## src/rtl/quad_encoder_pkg.sv

```systemverilog
// Shared types for the quadrature encoder generator: FSM states, phase type and successor tables.
// Combinational helpers only; no latency, no backpressure.
package quad_encoder_pkg;

    typedef enum logic [1:0] {
        ST_IDLE = 2'd0,
        ST_RUN  = 2'd1,
        ST_MOVE = 2'd2,
        ST_DONE = 2'd3
    } state_t;

    typedef logic [1:0] phase_t;

    // Successor tables packed as 4 x 2-bit entries, indexed by the current {A,B} phase.
    // Forward 00->01->11->10->00, reverse 00->10->11->01->00.
    localparam logic [7:0] FWD_SUCC = 8'b10_00_11_01;
    localparam logic [7:0] REV_SUCC = 8'b01_11_00_10;

    function automatic phase_t phase_succ(input phase_t ph, input logic rev);
        logic [2:0] idx;
        idx = {ph, 1'b0};
        if (rev) begin
            return REV_SUCC[idx +: 2];
        end
        return FWD_SUCC[idx +: 2];
    endfunction

endpackage

```

## src/rtl/quad_phase_step.sv

```systemverilog
// Next quadrature phase {A,B} from current phase and direction (0 = forward, 1 = reverse).
// Purely combinational; no backpressure.
module quad_phase_step
    import quad_encoder_pkg::*;
(
    input  phase_t i_phase,
    input  logic   i_dir,
    output phase_t o_next
);

    assign o_next = phase_succ(i_phase, i_dir);

endmodule

```

## src/rtl/quad_encoder_gen.sv

```systemverilog
// Quadrature A/B generator with continuous run and exact-count move modes, used as an encoder emulator.
// All outputs registered (A/B, step_pulse and position change on the same edge); no backpressure.
module quad_encoder_gen
    import quad_encoder_pkg::*;
#(
    parameter int DATA_WIDTH = 16
)
(
    input  logic                  clk,
    input  logic                  reset,
    input  logic                  enable,
    input  logic                  run,
    input  logic                  dir,
    input  logic [DATA_WIDTH-1:0] step_period,
    input  logic                  move_start,
    input  logic [DATA_WIDTH-1:0] move_steps,
    output logic                  move_busy,
    output logic                  move_done,
    output logic                  encoder_a,
    output logic                  encoder_b,
    output logic                  step_pulse,
    output logic [DATA_WIDTH-1:0] position
);

    localparam logic [DATA_WIDTH-1:0] ONE = DATA_WIDTH'(1);

    state_t                r_state;
    logic [DATA_WIDTH-1:0] r_count;
    logic [DATA_WIDTH-1:0] r_period;
    logic [DATA_WIDTH-1:0] r_remaining;
    logic                  r_move_dir;
    phase_t                r_phase;
    logic [DATA_WIDTH-1:0] r_position;
    logic                  r_step_pulse;
    logic                  r_move_busy;
    logic                  r_move_done;

    state_t                w_state_nxt;
    logic [DATA_WIDTH-1:0] w_count_nxt;
    logic [DATA_WIDTH-1:0] w_period_nxt;
    logic [DATA_WIDTH-1:0] w_remaining_nxt;
    logic                  w_move_dir_nxt;
    logic                  w_step;
    logic                  w_step_dir;
    logic                  w_period_zero;
    logic                  w_step_due;
    phase_t                w_phase_nxt;

    assign w_period_zero = (r_period == '0);
    assign w_step_due    = !w_period_zero && (r_count == r_period - ONE);

    always_comb begin
        w_state_nxt     = r_state;
        w_count_nxt     = r_count;
        w_period_nxt    = r_period;
        w_remaining_nxt = r_remaining;
        w_move_dir_nxt  = r_move_dir;
        w_step          = 1'b0;
        w_step_dir      = dir;

        case (r_state)
            ST_IDLE: begin
                w_count_nxt = '0;
                if (move_start) begin
                    if (move_steps != '0) begin
                        w_state_nxt     = ST_MOVE;
                        w_period_nxt    = step_period;
                        w_remaining_nxt = move_steps;
                        w_move_dir_nxt  = dir;
                    end else begin
                        w_state_nxt = ST_DONE;
                    end
                end else if (run) begin
                    w_state_nxt  = ST_RUN;
                    w_period_nxt = step_period;
                end
            end

            ST_RUN: begin
                if (!run) begin
                    w_state_nxt = ST_IDLE;
                    w_count_nxt = '0;
                end else if (w_step_due) begin
                    w_step       = 1'b1;
                    w_count_nxt  = '0;
                    w_period_nxt = step_period;
                end else if (w_period_zero) begin
                    // Stalled: keep sampling so a new period starts counting from zero.
                    w_count_nxt  = '0;
                    w_period_nxt = step_period;
                end else begin
                    w_count_nxt = r_count + ONE;
                end
            end

            ST_MOVE: begin
                w_step_dir = r_move_dir;
                if (r_remaining == '0) begin
                    w_state_nxt = ST_DONE;
                    w_count_nxt = '0;
                end else if (w_step_due) begin
                    w_step          = 1'b1;
                    w_count_nxt     = '0;
                    w_period_nxt    = step_period;
                    w_remaining_nxt = r_remaining - ONE;
                end else if (w_period_zero) begin
                    w_count_nxt  = '0;
                    w_period_nxt = step_period;
                end else begin
                    w_count_nxt = r_count + ONE;
                end
            end

            ST_DONE: begin
                w_state_nxt = ST_IDLE;
                w_count_nxt = '0;
            end

            default: begin
                w_state_nxt = ST_IDLE;
                w_count_nxt = '0;
            end
        endcase

        // Disable aborts everything but leaves the emitted waveform and position untouched.
        if (!enable) begin
            w_state_nxt = ST_IDLE;
            w_count_nxt = '0;
            w_step      = 1'b0;
        end
    end

    quad_phase_step u_phase_step (
        .i_phase (r_phase),
        .i_dir   (w_step_dir),
        .o_next  (w_phase_nxt)
    );

    always_ff @(posedge clk) begin
        if (!reset) begin
            r_state      <= ST_IDLE;
            r_count      <= '0;
            r_period     <= '0;
            r_remaining  <= '0;
            r_move_dir   <= 1'b0;
            r_phase      <= 2'b00;
            r_position   <= '0;
            r_step_pulse <= 1'b0;
            r_move_busy  <= 1'b0;
            r_move_done  <= 1'b0;
        end else begin
            r_state      <= w_state_nxt;
            r_count      <= w_count_nxt;
            r_period     <= w_period_nxt;
            r_remaining  <= w_remaining_nxt;
            r_move_dir   <= w_move_dir_nxt;
            r_step_pulse <= w_step;
            r_move_busy  <= (w_state_nxt == ST_MOVE);
            r_move_done  <= (w_state_nxt == ST_DONE);
            if (w_step) begin
                r_phase    <= w_phase_nxt;
                r_position <= w_step_dir ? (r_position - ONE) : (r_position + ONE);
            end
        end
    end

    assign encoder_a  = r_phase[1];
    assign encoder_b  = r_phase[0];
    assign step_pulse = r_step_pulse;
    assign position   = r_position;
    assign move_busy  = r_move_busy;
    assign move_done  = r_move_done;

endmodule

```

## config.mk

```make
export PLATFORM = sky130hd
export DESIGN_NAME = quad_encoder_gen
export DESIGN_NICKNAME = d
export VERILOG_FILES = /design/src/rtl/quad_encoder_pkg.sv /design/src/rtl/quad_phase_step.sv /design/src/rtl/quad_encoder_gen.sv
export SDC_FILE = /design/constraint.sdc
export NUM_CORES = 1
export LEC_CHECK = 0
export CAP_MARGIN = 40
export CORE_MARGIN = 5
export CORE_UTILIZATION = 30
export CTS_CLUSTER_DIAMETER = 50
export DETAILED_ROUTE_END_ITERATION = 12
export GPL_TIMING_DRIVEN = 0
export SYNTH_ARGS = -nofsm -noshare
export SYNTH_HDL_FRONTEND = slang
export SYNTH_SLANG_ARGS = --single-unit
```

## constraint.sdc

```tcl
create_clock -name clk -period 6.6 [get_ports clk]
set_clock_uncertainty 0.2 [all_clocks]
set_input_delay 0.99 -clock clk [delete_from_list [all_inputs] [get_ports clk]]
set_output_delay 0.99 -clock clk [all_outputs]
set_load 0.005 [all_outputs]
```

==> results of run 1 <==
## worst max-delay path, cell delays in order
cell             delay [ns]
clkdlybuf4s50_1        0.47
mux2i_1                0.34
inv_1                  0.44
ha_1                   0.42
clkbuf_1               0.18
and3_1                 0.26
a221o_1                0.35
a21oi_1                0.31
nor2_1                 0.08
a2111oi_0              0.77
mux2i_1                0.28
nand4b_1               0.10
## path summary, 6_finish.rpt
check / from / end / slack, ns
worst max-delay path: dir / position[15] / 1.63
worst min-delay path: r_remaining[1] / r_remaining[1] / 0.27
worst max register to register: r_state[0] / position[15] / 1.90
worst min register to register: r_remaining[1] / r_remaining[1] / 0.27
## layer usage
metal / global-route usage [%] / routed length [um] / vias up
met4: 4.268 / 193 / 0
met5: 0 / 0 / -
li1: - / - / 2308
met2: 22.51 / 6006 / 91
met3: 3.088 / 532 / 16
met1: 19.17 / 6376 / 2099
## layout make-up
type,instances,share of cell area [%]
buffer,28,2.593
clock buffer,13,4.349
clock inverter,3,0.6690
inverter,21,1.317
multi-input combinational,471,52.69
sequential,72,24.09
tap,216,4.516
timing repair buffer,59,9.785
## kinds of logic after synthesis
logic type | Yosys count
xor gates and xnor gates | 47
DFF | 72
AOI/OAI and AO/OA | 142
and+or+nand+nor | 237
muxes | 21
adders and majority gates | 24
buffers and inverters | 49
## power by group through the flow
stage / clock network (W) / registers, W / logic (W)
2_1_floorplan: 0 / 0.000486 / 0.000241
3_3_place_gp: 0 / 0.000494 / 0.000316
3_5_place_dp: 0 / 0.000494 / 0.000318
4_1_cts: 0.000512 / 0.000485 / 0.000319
5_1_grt: 0.000526 / 0.000488 / 0.000352
6_report: 0.000500 / 0.000485 / 0.000320
## cell usage after synthesis, types with 20 or more instances
cell	count	area, um^2
xnor2_1	28	245.2
dfxtp_1	72	1441
ha_1	23	287.8
inv_1	20	75.07
nor2_1	40	150.1
nor3_1	29	145.1
o21ai_0	30	150.1
nand3_1	32	160.2
nand2_1	64	240.2
mux2i_1	21	210.2
a21oi_1	40	200.2
## flip-flops by register name (all words and copies together) (netlist names)
name,count
move_done,1
r_state,2
position,16
step_pulse,1
r_phase,2
move_busy,1
r_remaining,16
r_count,16
r_period,16
r_move_dir,1
## cell usage in the layout (no fill, tap or decap), drive strengths merged, types with 6 or more instances in the layout
master / count
nor4: 16
clkdlybuf4s50: 58
inv: 21
nor3: 29
o22ai: 10
o21ai: 34
nand3: 32
nand4: 8
and3: 6
a21oi: 41
xnor2: 28
a211oi: 7
o211ai: 7
a21o: 6
mux2i: 21
clkbuf: 32
nand2: 64
or3: 6
xor2: 19
nor2: 40
ha: 23
buf: 10
dfxtp: 72
## through the flow
step	setup slack (ns)	hold WS (ns)	total power (W)	cells
floorplan	2.398	0.2428	0.0007263	592
global placement	1.326	0.2575	0.0008096	866
detailed placement	1.299	0.2612	0.0008118	867
CTS	1.655	0.2691	0.001316	883
global route	1.365	0.2924	0.001366	883
finish	1.629	0.2678	0.001305	883
==> results.py, run 1 <==
metrics = {
    "outcome": {
        "status": "complete, no violations",
    },
    "drt": {
        "viasPerCell": 5.112,
        "routed_wl_mm": 13.11,
        "dr.first_iter.drc_count": 306,
        "wl_per_cell_um": 14.84,
        "dr.pass1.iters": 5,
        "antenna_left": 0,
        "vias": 4514,
        "drc": 0,
    },
    "pwr": {
        "p_per_area_nw_per_um2": 218.0,
        "swShare_pct": 30.16,
        "vdd_drop_max_v": 0.0001280,
        "power_switching_w": 0.0003935,
        "p_comb_share_pct": 24.5,
        "p_int_w": 0.0009111,
        "seqPwrFrac_pct": 37.2,
        "p_leak_nw": 2.231,
        "clock_power_share_pct": 38.3,
    },
    "layout": {
        "utilization_pct": 37.81,
        "nets": 724,
        "final_area_um2": 5984,
        "ff_latch_area_um2": 1441,
        "multi_input_area_um2": 3153,
        "n_antenna_cell": 0,
        "drive_above_1_share_pct": 7.196,
        "num-fill-cells": 1669,
        "syn_to_final_growth_pct": 23.94,
    },
    "die": {
        "die_area_um2": 18730,
        "ios": 59,
        "core_area_um2": 15830,
        "die_w_um": 136.9,
        "start_util_pct": 30.51,
        "die_h_um": 136.9,
        "num_rows": 46,
    },
    "sta": {
        "period_needed_ns": 4.971,
        "finalCritPeriodShare_pct": 75.33,
        "tns_ns": 0,
        "setup_viol": 0,
        "max-slew-margin-rel_pct": 39.67,
        "hold_violations": 0,
        "max_freq_mhz": 201.1,
        "tightest_slew_ns": 0.8822,
        "drv_slew": 0,
        "rsz0062_at_grt": "false",
    },
    "setup_path": {
        "reg2regPathDepth": 13,
        "endpoint_kind": "flip-flop",
        "worst-setup-path-type": "in2reg",
        "start_kind": "input port",
        "cp.arrival_ns": 4.99,
        "cp_data_required_time_ns": 6.62,
        "worstPathMaxFanout": 18,
    },
    "clock_network": {
        "post_cts_buffers": 0,
        "insertion_delay_ns": 0.34,
        "root_buffer": "clkbuf_16",
        "cts_max_path_buffers": 2,
        "cts_buffers": 9,
        "ctsHoldBuffers": 0,
        "htreeDepth": 3,
        "cts_resized": 0,
        "cts_tree": "done",
        "cts_sinks": 72,
        "path_clk_slew_ns": 0.06,
    },
    "global_route": {
        "grt_pass1_vias": 4166,
        "overflow": 0,
        "grt_max_degree": 19,
        "grt_first_pass_wirelength_mm": 21.23,
        "grt_usage_pct": 14.13,
        "grt_antenna_before_repair": 0,
    },
    "place": {
        "hpwl_mm": 9.840,
        "postPlaceCellArea_um2": 5684,
        "place_congestion": 0.8785,
        "port_buffers": 58,
    },
    "synth": {
        "synth_nets": 654,
        "synth_edf_count": 0,
        "yosysUniqueCellTypes": 70,
        "syn_area_per_cell_um2": 8.156,
        "synth.ff_latch_count": 72,
        "synth_top_family_by_area": "simple AND/OR/NAND/NOR gates",
        "yosys.area_share.simple_pct": 26.25,
        "muxShareOfSynthArea_pct": 4.353,
        "synth-xor-area-share_pct": 8.526,
        "syn_inst": 592,
        "synthesis.area_um2": 4828,
        "synthArstFlopShare_pct": 0,
        "synth-compound-area-share_pct": 19.80,
        "ys.flop_type": "dfxtp_1",
        "synth-adder-area-share_pct": 6.375,
        "ys_warn_count": 0,
        "ys_seq_area_share_pct": 29.85,
    },
    "min_path": {
        "hp-class": "reg2reg",
        "min_path_cells": 2,
    },
    "job": {
        "drv_cap": 0,
    },
}
Power figures use the tool's default switching activity.
==> run 2, diff against run 1 <==
==> constraint.sdc (replaced) <==
create_clock -name clk -period 5.2 [get_ports clk]
set_clock_uncertainty 0.2 [all_clocks]
set_input_delay 0.78 -clock clk [delete_from_list [all_inputs] [get_ports clk]]
set_output_delay 0.78 -clock clk [all_outputs]
set_load 0.005 [all_outputs]
==> results of run 2 <==
Same layout as run 1 (identical final DEF). Status: complete, no violations.
Main changes from that run: setup slack after placement 1.299 ns -> 0.1095 ns; setup slack after layout 1.629 ns -> 0.4385 ns; register-to-register setup slack 1.90 ns -> 0.50 ns; total power 0.001305 W -> 0.001656 W; worst IR drop on VDD 0.0001280 V -> 0.0001625 V
==> run 3, diff against run 2 <==
--- a/config.mk
+++ b/config.mk
@@ -11,6 +11,8 @@
 export CTS_CLUSTER_DIAMETER = 50
 export DETAILED_ROUTE_END_ITERATION = 12
 export GPL_TIMING_DRIVEN = 0
+export SKIP_CTS_REPAIR_TIMING = 1
+export SLEW_MARGIN = 20
 export SYNTH_ARGS = -nofsm -noshare
 export SYNTH_HDL_FRONTEND = slang
 export SYNTH_SLANG_ARGS = --single-unit
==> results of run 3 <==
Same layout as run 1 (identical final DEF). Status: complete, no violations.
Main changes from that run: setup slack after placement 1.299 ns -> 0.1095 ns; setup slack after layout 1.629 ns -> 0.4385 ns; register-to-register setup slack 1.90 ns -> 0.50 ns; total power 0.001305 W -> 0.001656 W; worst IR drop on VDD 0.0001280 V -> 0.0001625 V
